<file path="config.mk">
export PLATFORM = sky130hd
export DESIGN_NAME = sequence_playback
export DESIGN_NICKNAME = d
export VERILOG_FILES = /design/src/rtl/sequence_playback_pkg.sv /design/src/rtl/sequence_playback_timer.sv /design/src/rtl/sequence_playback.sv
export SDC_FILE = /design/constraint.sdc
export NUM_CORES = 1
export LEC_CHECK = 0
export ABC_AREA = 1
export BUFFER_PORTS_ARGS = -buffer_cell sky130_fd_sc_hd__buf_2
export CORE_MARGIN = 3
export CORE_UTILIZATION = 35
export CTS_CLUSTER_DIAMETER = 100
export DETAILED_ROUTE_END_ITERATION = 7
export HOLD_SLACK_MARGIN = 0.06
export PLACE_DENSITY_LB_ADDON = 0.3
export SLEW_MARGIN = 20
export SYNTH_ARGS = -nofsm -noshare
export SYNTH_HDL_FRONTEND = slang
export SYNTH_SLANG_ARGS = --single-unit
</file>
<file path="constraint.sdc">
create_clock -name clk -period 3.97 [get_ports clk]
set_clock_uncertainty 0.2 [all_clocks]
set_input_delay 0.794 -clock clk [delete_from_list [all_inputs] [get_ports clk]]
set_output_delay 0.794 -clock clk [all_outputs]
set_load 0.05 [all_outputs]
</file>
<file path="src/rtl/sequence_playback_pkg.sv">
// Shared definitions for the tile-sequence blocks: sizes, tile codes, FSM
// states and the helpers that unpack a tile from the packed sequence word.
package sequence_playback_pkg;

   localparam int SEQ_LEN_MAX = 9;
   localparam int SEQ_W       = 2 * SEQ_LEN_MAX;

   localparam logic [1:0] TILE0 = 2'd0;
   localparam logic [1:0] TILE1 = 2'd1;
   localparam logic [1:0] TILE2 = 2'd2;
   localparam logic [1:0] TILE3 = 2'd3;

   typedef enum logic [1:0] {
      ST_IDLE   = 2'd0,
      ST_SHOW   = 2'd1,
      ST_GAP    = 2'd2,
      ST_FINISH = 2'd3
   } play_state_t;

   // Tile idx sits at bits {2idx, 2idx+1}, with the lower-numbered bit as MSB.
   function automatic logic [1:0] get_tile(input logic [SEQ_W-1:0] seq,
                                           input logic [5:0] idx);
      logic [5:0]       bit_pos;
      logic [SEQ_W-1:0] shifted;
      bit_pos = {idx[4:0], 1'b0};
      shifted = seq >> bit_pos;
      return {shifted[0], shifted[1]};
   endfunction

   function automatic logic [3:0] tile_to_onehot(input logic [1:0] tile);
      logic [3:0] onehot;
      case (tile)
         TILE0:   onehot = 4'b0001;
         TILE1:   onehot = 4'b0010;
         TILE2:   onehot = 4'b0100;
         TILE3:   onehot = 4'b1000;
         default: onehot = 4'b0000;
      endcase
      return onehot;
   endfunction

endpackage

</file>
<file path="src/rtl/sequence_playback_timer.sv">
// Loadable down-counter used for both the lit and blank dwell periods;
// expired is high once the count has reached zero.
module playback_timer #(
   parameter int TIMER_W = 25
) (
   input  logic               clk,
   input  logic               reset,
   input  logic               load,
   input  logic [TIMER_W-1:0] load_value,
   input  logic               enable,
   output logic               expired
);

   logic [TIMER_W-1:0] count_reg;

   always_ff @(posedge clk) begin
      if (reset) begin
         count_reg <= '0;
      end else if (load) begin
         count_reg <= load_value;
      end else if (enable && (count_reg != '0)) begin
         count_reg <= count_reg - 1'b1;
      end
   end

   assign expired = (count_reg == '0);

endmodule

</file>
<file path="src/rtl/sequence_playback.sv">
// Replays the latched tile sequence on the tile LEDs: each tile lit for
// ON_CYCLES, then blanked for OFF_CYCLES, with a one-cycle done pulse at the end.
module sequence_playback
   import sequence_playback_pkg::*;
#(
   parameter int ON_CYCLES  = 25000000,
   parameter int OFF_CYCLES = 12500000,
   parameter int TIMER_W    = 25
) (
   input  logic             clk,
   input  logic             reset,
   input  logic             start,
   input  logic [SEQ_W-1:0] seq,
   input  logic [5:0]       play_len,
   output logic [3:0]       tile_onehot,
   output logic             tile_valid,
   output logic [1:0]       tile_index,
   output logic [5:0]       play_counter,
   output logic             busy,
   output logic             done
);

   localparam logic [TIMER_W-1:0] ON_LOAD  = TIMER_W'(ON_CYCLES - 1);
   localparam logic [TIMER_W-1:0] OFF_LOAD = TIMER_W'(OFF_CYCLES - 1);

   play_state_t        state_reg, state_next;
   logic [SEQ_W-1:0]   seq_reg, seq_next;
   logic [5:0]         len_reg, len_next;
   logic [5:0]         cnt_reg, cnt_next;
   logic [5:0]         len_clamped;
   logic [1:0]         tile_next;
   logic               timer_load, timer_enable, timer_expired;
   logic [TIMER_W-1:0] timer_value;

   logic [3:0] tile_onehot_reg;
   logic       tile_valid_reg;
   logic [1:0] tile_index_reg;
   logic       busy_reg;
   logic       done_reg;

   assign len_clamped = (play_len > 6'(SEQ_LEN_MAX)) ? 6'(SEQ_LEN_MAX) : play_len;

   playback_timer #(.TIMER_W(TIMER_W)) u_timer (
      .clk        (clk),
      .reset      (reset),
      .load       (timer_load),
      .load_value (timer_value),
      .enable     (timer_enable),
      .expired    (timer_expired)
   );

   always_ff @(posedge clk) begin
      if (reset) begin
         state_reg <= ST_IDLE;
         seq_reg   <= '0;
         len_reg   <= '0;
         cnt_reg   <= '0;
      end else begin
         state_reg <= state_next;
         seq_reg   <= seq_next;
         len_reg   <= len_next;
         cnt_reg   <= cnt_next;
      end
   end

   always_comb begin
      state_next   = state_reg;
      seq_next     = seq_reg;
      len_next     = len_reg;
      cnt_next     = cnt_reg;
      timer_load   = 1'b0;
      timer_enable = 1'b0;
      timer_value  = '0;
      case (state_reg)
         ST_IDLE: begin
            if (start) begin
               seq_next = seq;
               len_next = len_clamped;
               cnt_next = '0;
               if (len_clamped != '0) begin
                  state_next  = ST_SHOW;
                  timer_load  = 1'b1;
                  timer_value = ON_LOAD;
               end else begin
                  state_next = ST_FINISH;
               end
            end
         end
         ST_SHOW: begin
            timer_enable = 1'b1;
            if (timer_expired) begin
               state_next  = ST_GAP;
               timer_load  = 1'b1;
               timer_value = OFF_LOAD;
            end
         end
         ST_GAP: begin
            timer_enable = 1'b1;
            if (timer_expired) begin
               if (cnt_reg == len_reg - 6'd1) begin
                  state_next = ST_FINISH;
               end else begin
                  state_next  = ST_SHOW;
                  cnt_next    = cnt_reg + 6'd1;
                  timer_load  = 1'b1;
                  timer_value = ON_LOAD;
               end
            end
         end
         ST_FINISH: begin
            state_next = ST_IDLE;
         end
         default: begin
            state_next = ST_IDLE;
         end
      endcase
   end

   // Outputs are registered from the next-state values so the first tile
   // appears in the cycle right after start is accepted.
   assign tile_next = get_tile(seq_next, cnt_next);

   always_ff @(posedge clk) begin
      if (reset) begin
         tile_onehot_reg <= '0;
         tile_valid_reg  <= 1'b0;
         tile_index_reg  <= TILE0;
         busy_reg        <= 1'b0;
         done_reg        <= 1'b0;
      end else begin
         tile_valid_reg  <= (state_next == ST_SHOW);
         tile_onehot_reg <= (state_next == ST_SHOW) ? tile_to_onehot(tile_next) : 4'b0000;
         tile_index_reg  <= (state_next == ST_SHOW) ? tile_next : TILE0;
         busy_reg        <= (state_next == ST_SHOW) || (state_next == ST_GAP);
         done_reg        <= (state_next == ST_FINISH);
      end
   end

   assign tile_onehot  = tile_onehot_reg;
   assign tile_valid   = tile_valid_reg;
   assign tile_index   = tile_index_reg;
   assign play_counter = cnt_reg;
   assign busy         = busy_reg;
   assign done         = done_reg;

endmodule

</file>
==> qor.json <==
{
  "cts_hold_buf": {"value": 0},
  "overflow": {"value": 0},
  "worst_pin_slew": {"value": 0.672, "unit": "ns"},
  "detail_route.iter0.violations": {"value": 181},
  "synth.lib_cells_used.distinct": {"value": 42},
  "power_frac_clock": {"value": 20.3, "unit": "%"},
  "die_y": {"value": 108, "unit": "um"},
  "global_route.usage.total": {"value": 16.1, "unit": "%"},
  "reg_to_reg_setup_timing_slack": {"value": 1.12, "unit": "ns"},
  "dpl.cell_count": {"value": 678},
  "cts_resized": {"value": 0},
  "grt.busiest_layer": {"value": "met2"},
  "finalHoldViolCount": {"value": 0},
  "synth_edf_count": {"value": 0},
  "ys_top_cells_by_area": {"value": "dfxtp_1 (36%), nand2_1 (8.7%), nor2_1 (7.7%), inv_1 (5.9%), nand3_1 (5.8%)"},
  "tritoncts": {"value": "yes"},
  "layout.cells.most_common_list": {"value": "nand2_1 (85), nor2_1 (75), dfxtp_1 (66), inv_1 (57), nand3_1 (42)"},
  "finalNonFillerCells": {"value": 693},
  "grt_max_degree": {"value": 48},
  "power.share.switching": {"value": 44.2, "unit": "%"},
  "fin_crit_sh": {"value": 71.7, "unit": "%"},
  "root_buffer": {"value": "clkbuf_8"},
  "regToRegStartpoint": {"value": "u_timer.count_reg[0]"},
  "worst_setup_hold_path_clk_slew": {"value": 0.07, "unit": "ns"},
  "routed_length_per_placed_instance": {"value": 13.0, "unit": "um"},
  "cts_inserted_buffers": {"value": 9},
  "largest_register_ff_count": {"value": 25},
  "drive_above_1_share": {"value": 16.4, "unit": "%"},
  "grt_pass1_vias": {"value": 3229},
  "grt_use_met2": {"value": 25.2, "unit": "%"},
  "yosysTopAreaCellShare": {"value": 36.2, "unit": "%"},
  "antenna-diode-count": {"value": 0},
  "leakagePower": {"value": 1.94, "unit": "nW"},
  "io_buffer_count": {"value": 41},
  "io_pins": {"value": 42},
  "post-dp-hpwl": {"value": 6630, "unit": "um"},
  "use_met1": {"value": 21.7, "unit": "%"},
  "library_cell_appearing_most_often_on_the_critical_path": {"value": "nand2_1"},
  "vias_per_cell": {"value": 4.98},
  "cp_data_required_time": {"value": 4.06, "unit": "ns"},
  "worst_skew_pair.late_latency": {"value": 0.35, "unit": "ns"},
  "path_cells": {"value": "inv_1 > ha_1 > nor3b_1 > nand4_1 > nor2_2 > nand2_1 > inv_2 > nor2_1 > o22ai_1 > nand2_1 > o211ai_1 > ha_1 > nand2_1 > inv_1 > nand3_1 > nor2_1"},
  "nNetsFinal": {"value": 593},
  "async_flop_share": {"value": 0, "unit": "%"},
  "postSynthCellCount": {"value": 513},
  "max-vdd-ir-drop": {"value": 242, "unit": "uV"},
  "cellInternalPower": {"value": 1.63, "unit": "mW"},
  "share_seq_of_total_power": {"value": 33.4, "unit": "%"},
  "global_route.usage.met3": {"value": 2.57, "unit": "%"},
  "syn_avg_cell_area": {"value": 7.12, "unit": "um^2"},
  "comb_power_share": {"value": 46.3, "unit": "%"},
  "critical-path-slowest-cell": {"value": "dfxtp_1"},
  "critPathMaxFanout": {"value": 4},
  "crit_type": {"value": "register to register"},
  "timing.critical_path.to_type": {"value": "register"},
  "setup-tns-final": {"value": 0, "unit": "ns"},
  "start_util": {"value": 36.7, "unit": "%"},
  "achievable-frequency": {"value": 351, "unit": "MHz"},
  "htreeDepth": {"value": 3},
  "grt_first_pass_wirelength": {"value": 15100, "unit": "um"},
  "worst_hold_path.endpoint": {"value": "len_reg[5]"},
  "cpPeakStageDelay": {"value": 0.35, "unit": "ns"},
  "final_common_cell": {"value": "nand2_1"},
  "num_vias": {"value": 3451},
  "post_synthesis_net_count": {"value": 550},
  "synth-seq-cells": {"value": 66},
  "maxSlewViolCount": {"value": 0},
  "rr_endpoint": {"value": "tile_onehot[2]"},
  "fp.dieW": {"value": 108, "unit": "um"},
  "mappedNetlistArea": {"value": 0.00365, "unit": "mm^2"},
  "gpl.final_weighted_congestion": {"value": 0.857},
  "cts_num_sinks": {"value": 66},
  "grt_setup_unrepaired": {"value": "no"},
  "timing.critical_path.arrival": {"value": 2.94, "unit": "ns"},
  "yosys_most_used_dff": {"value": "dfxtp_1"},
  "worstSetupStartpointType": {"value": "register"},
  "sw_pwr": {"value": 1.29, "unit": "mW"},
  "period_minus_slack": {"value": 2.85, "unit": "ns"},
  "worstHoldPathCells": {"value": 2},
  "die_area": {"value": 0.0117, "unit": "mm^2"},
  "drv_cap": {"value": 0},
  "clk_path_buf_depth": {"value": 2},
  "rows": {"value": 36},
  "floorplan.core_area": {"value": 0.00995, "unit": "mm^2"},
  "remaining_drc_errors": {"value": 0},
  "timing.hold.worst.class": {"value": "register to register"},
  "antenna_violations_before_repair": {"value": 0},
  "postRouteAntennaNets": {"value": 0},
  "timing.slew.headroom": {"value": 55.1, "unit": "%"},
  "yosysTopAreaCell": {"value": "dfxtp_1"},
  "totalWireLength": {"value": 9040, "unit": "um"},
  "power_per_cell_area": {"value": 696, "unit": "mW/mm^2"},
  "yosys_warnings": {"value": 0},
  "synth.yosys.seq_area_share": {"value": 36.2, "unit": "%"},
  "layout-area-overhead-vs-synth": {"value": 15.0, "unit": "%"},
  "cts_setup_buffers": {"value": 0},
  "setup_violations": {"value": 0},
  "outcome": {"value": "finished clean"},
  "total_iterations_of_the_first_detailed_routing_run": {"value": 5},
  "timing.reg2reg.worst_path_depth": {"value": 16},
  "hp-start": {"value": "len_reg[5]"}
}
[critical path: cells and delay by family, from the launching register on]
kind,cells,cell delay [ns]
flops,1,0.35
buf+inv,3,0.39
compound gates,2,0.27
simple gates,9,1.12
fa+ha+maj,2,0.44
[cell usage after synthesis (2+ instances only)]
| library cell | instances |
|---|---|
| mux2i_1 | 14 |
| nor2_2 | 6 |
| a21oi_1 | 30 |
| inv_2 | 7 |
| a21oi_2 | 2 |
| dfxtp_1 | 66 |
| or2_2 | 4 |
| inv_1 | 57 |
| nand2_2 | 3 |
| nor3_1 | 12 |
| a31oi_1 | 4 |
| xor2_1 | 11 |
| nand3_1 | 42 |
| nor2_4 | 4 |
| nand3_2 | 2 |
| o211ai_1 | 2 |
| nor4_1 | 3 |
| buf_2 | 2 |
| clkbuf_1 | 8 |
| o221ai_1 | 3 |
| ha_1 | 10 |
| o21ai_0 | 16 |
| nand2_4 | 2 |
| nand4_1 | 9 |
| clkinv_1 | 2 |
| nor2_1 | 75 |
| nor3_2 | 2 |
| xnor2_1 | 6 |
| or2_0 | 2 |
| o21ai_1 | 8 |
| nand3b_1 | 4 |
| nand2_1 | 85 |
[stage by stage]
stage	setup WS (ns)	cell area, um^2	utilization, %	hold WS, ns	power (mW)
6_report	1.12	4200	42.2	0.264	2.92
5_1_grt	0.886	4200	42.2	0.304	3.15
4_1_cts	1.13	4200	42.2	0.270	2.93
3_5_place_dp	1.14	4000	40.1	0.258	2.32
3_3_place_gp	1.21	4000	40.1	0.252	2.31
2_1_floorplan	1.50	3650	-	0.238	2.03
[cell families (layout without fill, tap and decap cells)]
logic type,Yosys count,count (layout),share of synthesized area [%]
and+or+nand+nor,259,259,33.7
buffers and inverters,77,124,7.98
AOI/OAI and AO/OA,70,70,10.8
DFF,66,66,36.2
xor gates and xnor gates,17,17,4.08
muxes,14,14,3.84
adders and majority gates,10,10,3.43
[layer usage]
metal | share of wire [%] | vias up | routed length [um]
met3 | 4.0 | 13 | 360
met1 | 49 | 1583 | 4410
met2 | 45 | 86 | 4080
met5 | 0 | - | 0
li1 | - | 1769 | -
met4 | 2.1 | 0 | 189
[worst max-delay path by stage]
| stage | from | endpoint | slack [ns] | depth (start not counted) |
|---|---|---|---|---|
| 2_1_floorplan | play_counter[0] | tile_onehot[2] | 1.50 | 14 |
| 3_3_place_gp | u_timer.count_reg[0] | tile_onehot[2] | 1.21 | 16 |
| 3_5_place_dp | u_timer.count_reg[0] | tile_onehot[2] | 1.14 | 16 |
| 4_1_cts | u_timer.count_reg[0] | tile_onehot[2] | 1.13 | 16 |
| 5_1_grt | u_timer.count_reg[0] | tile_onehot[3] | 0.89 | 16 |
| 6_report | u_timer.count_reg[0] | tile_onehot[2] | 1.12 | 16 |
[power by group through the flow]
stage	sequential [mW]	combinational, mW	clock [mW]
after floorplan	1.03	1.00	0
after global placement	0.984	1.32	0
after detailed placement	0.988	1.34	0
after CTS	0.975	1.35	0.608
after global routing	0.999	1.52	0.633
final	0.978	1.35	0.593
[final cells by class]
type                       instances  area [um^2]
multi-input combinational        370         2040
clock buffer                      13          169
fill                            1063         5760
inverter                          66          248
sequential                        66         1320
tap                              133          166
clock inverter                     2         35.0
timing repair buffer              43          220
Note: power is estimated with default switching activity, not from simulation.
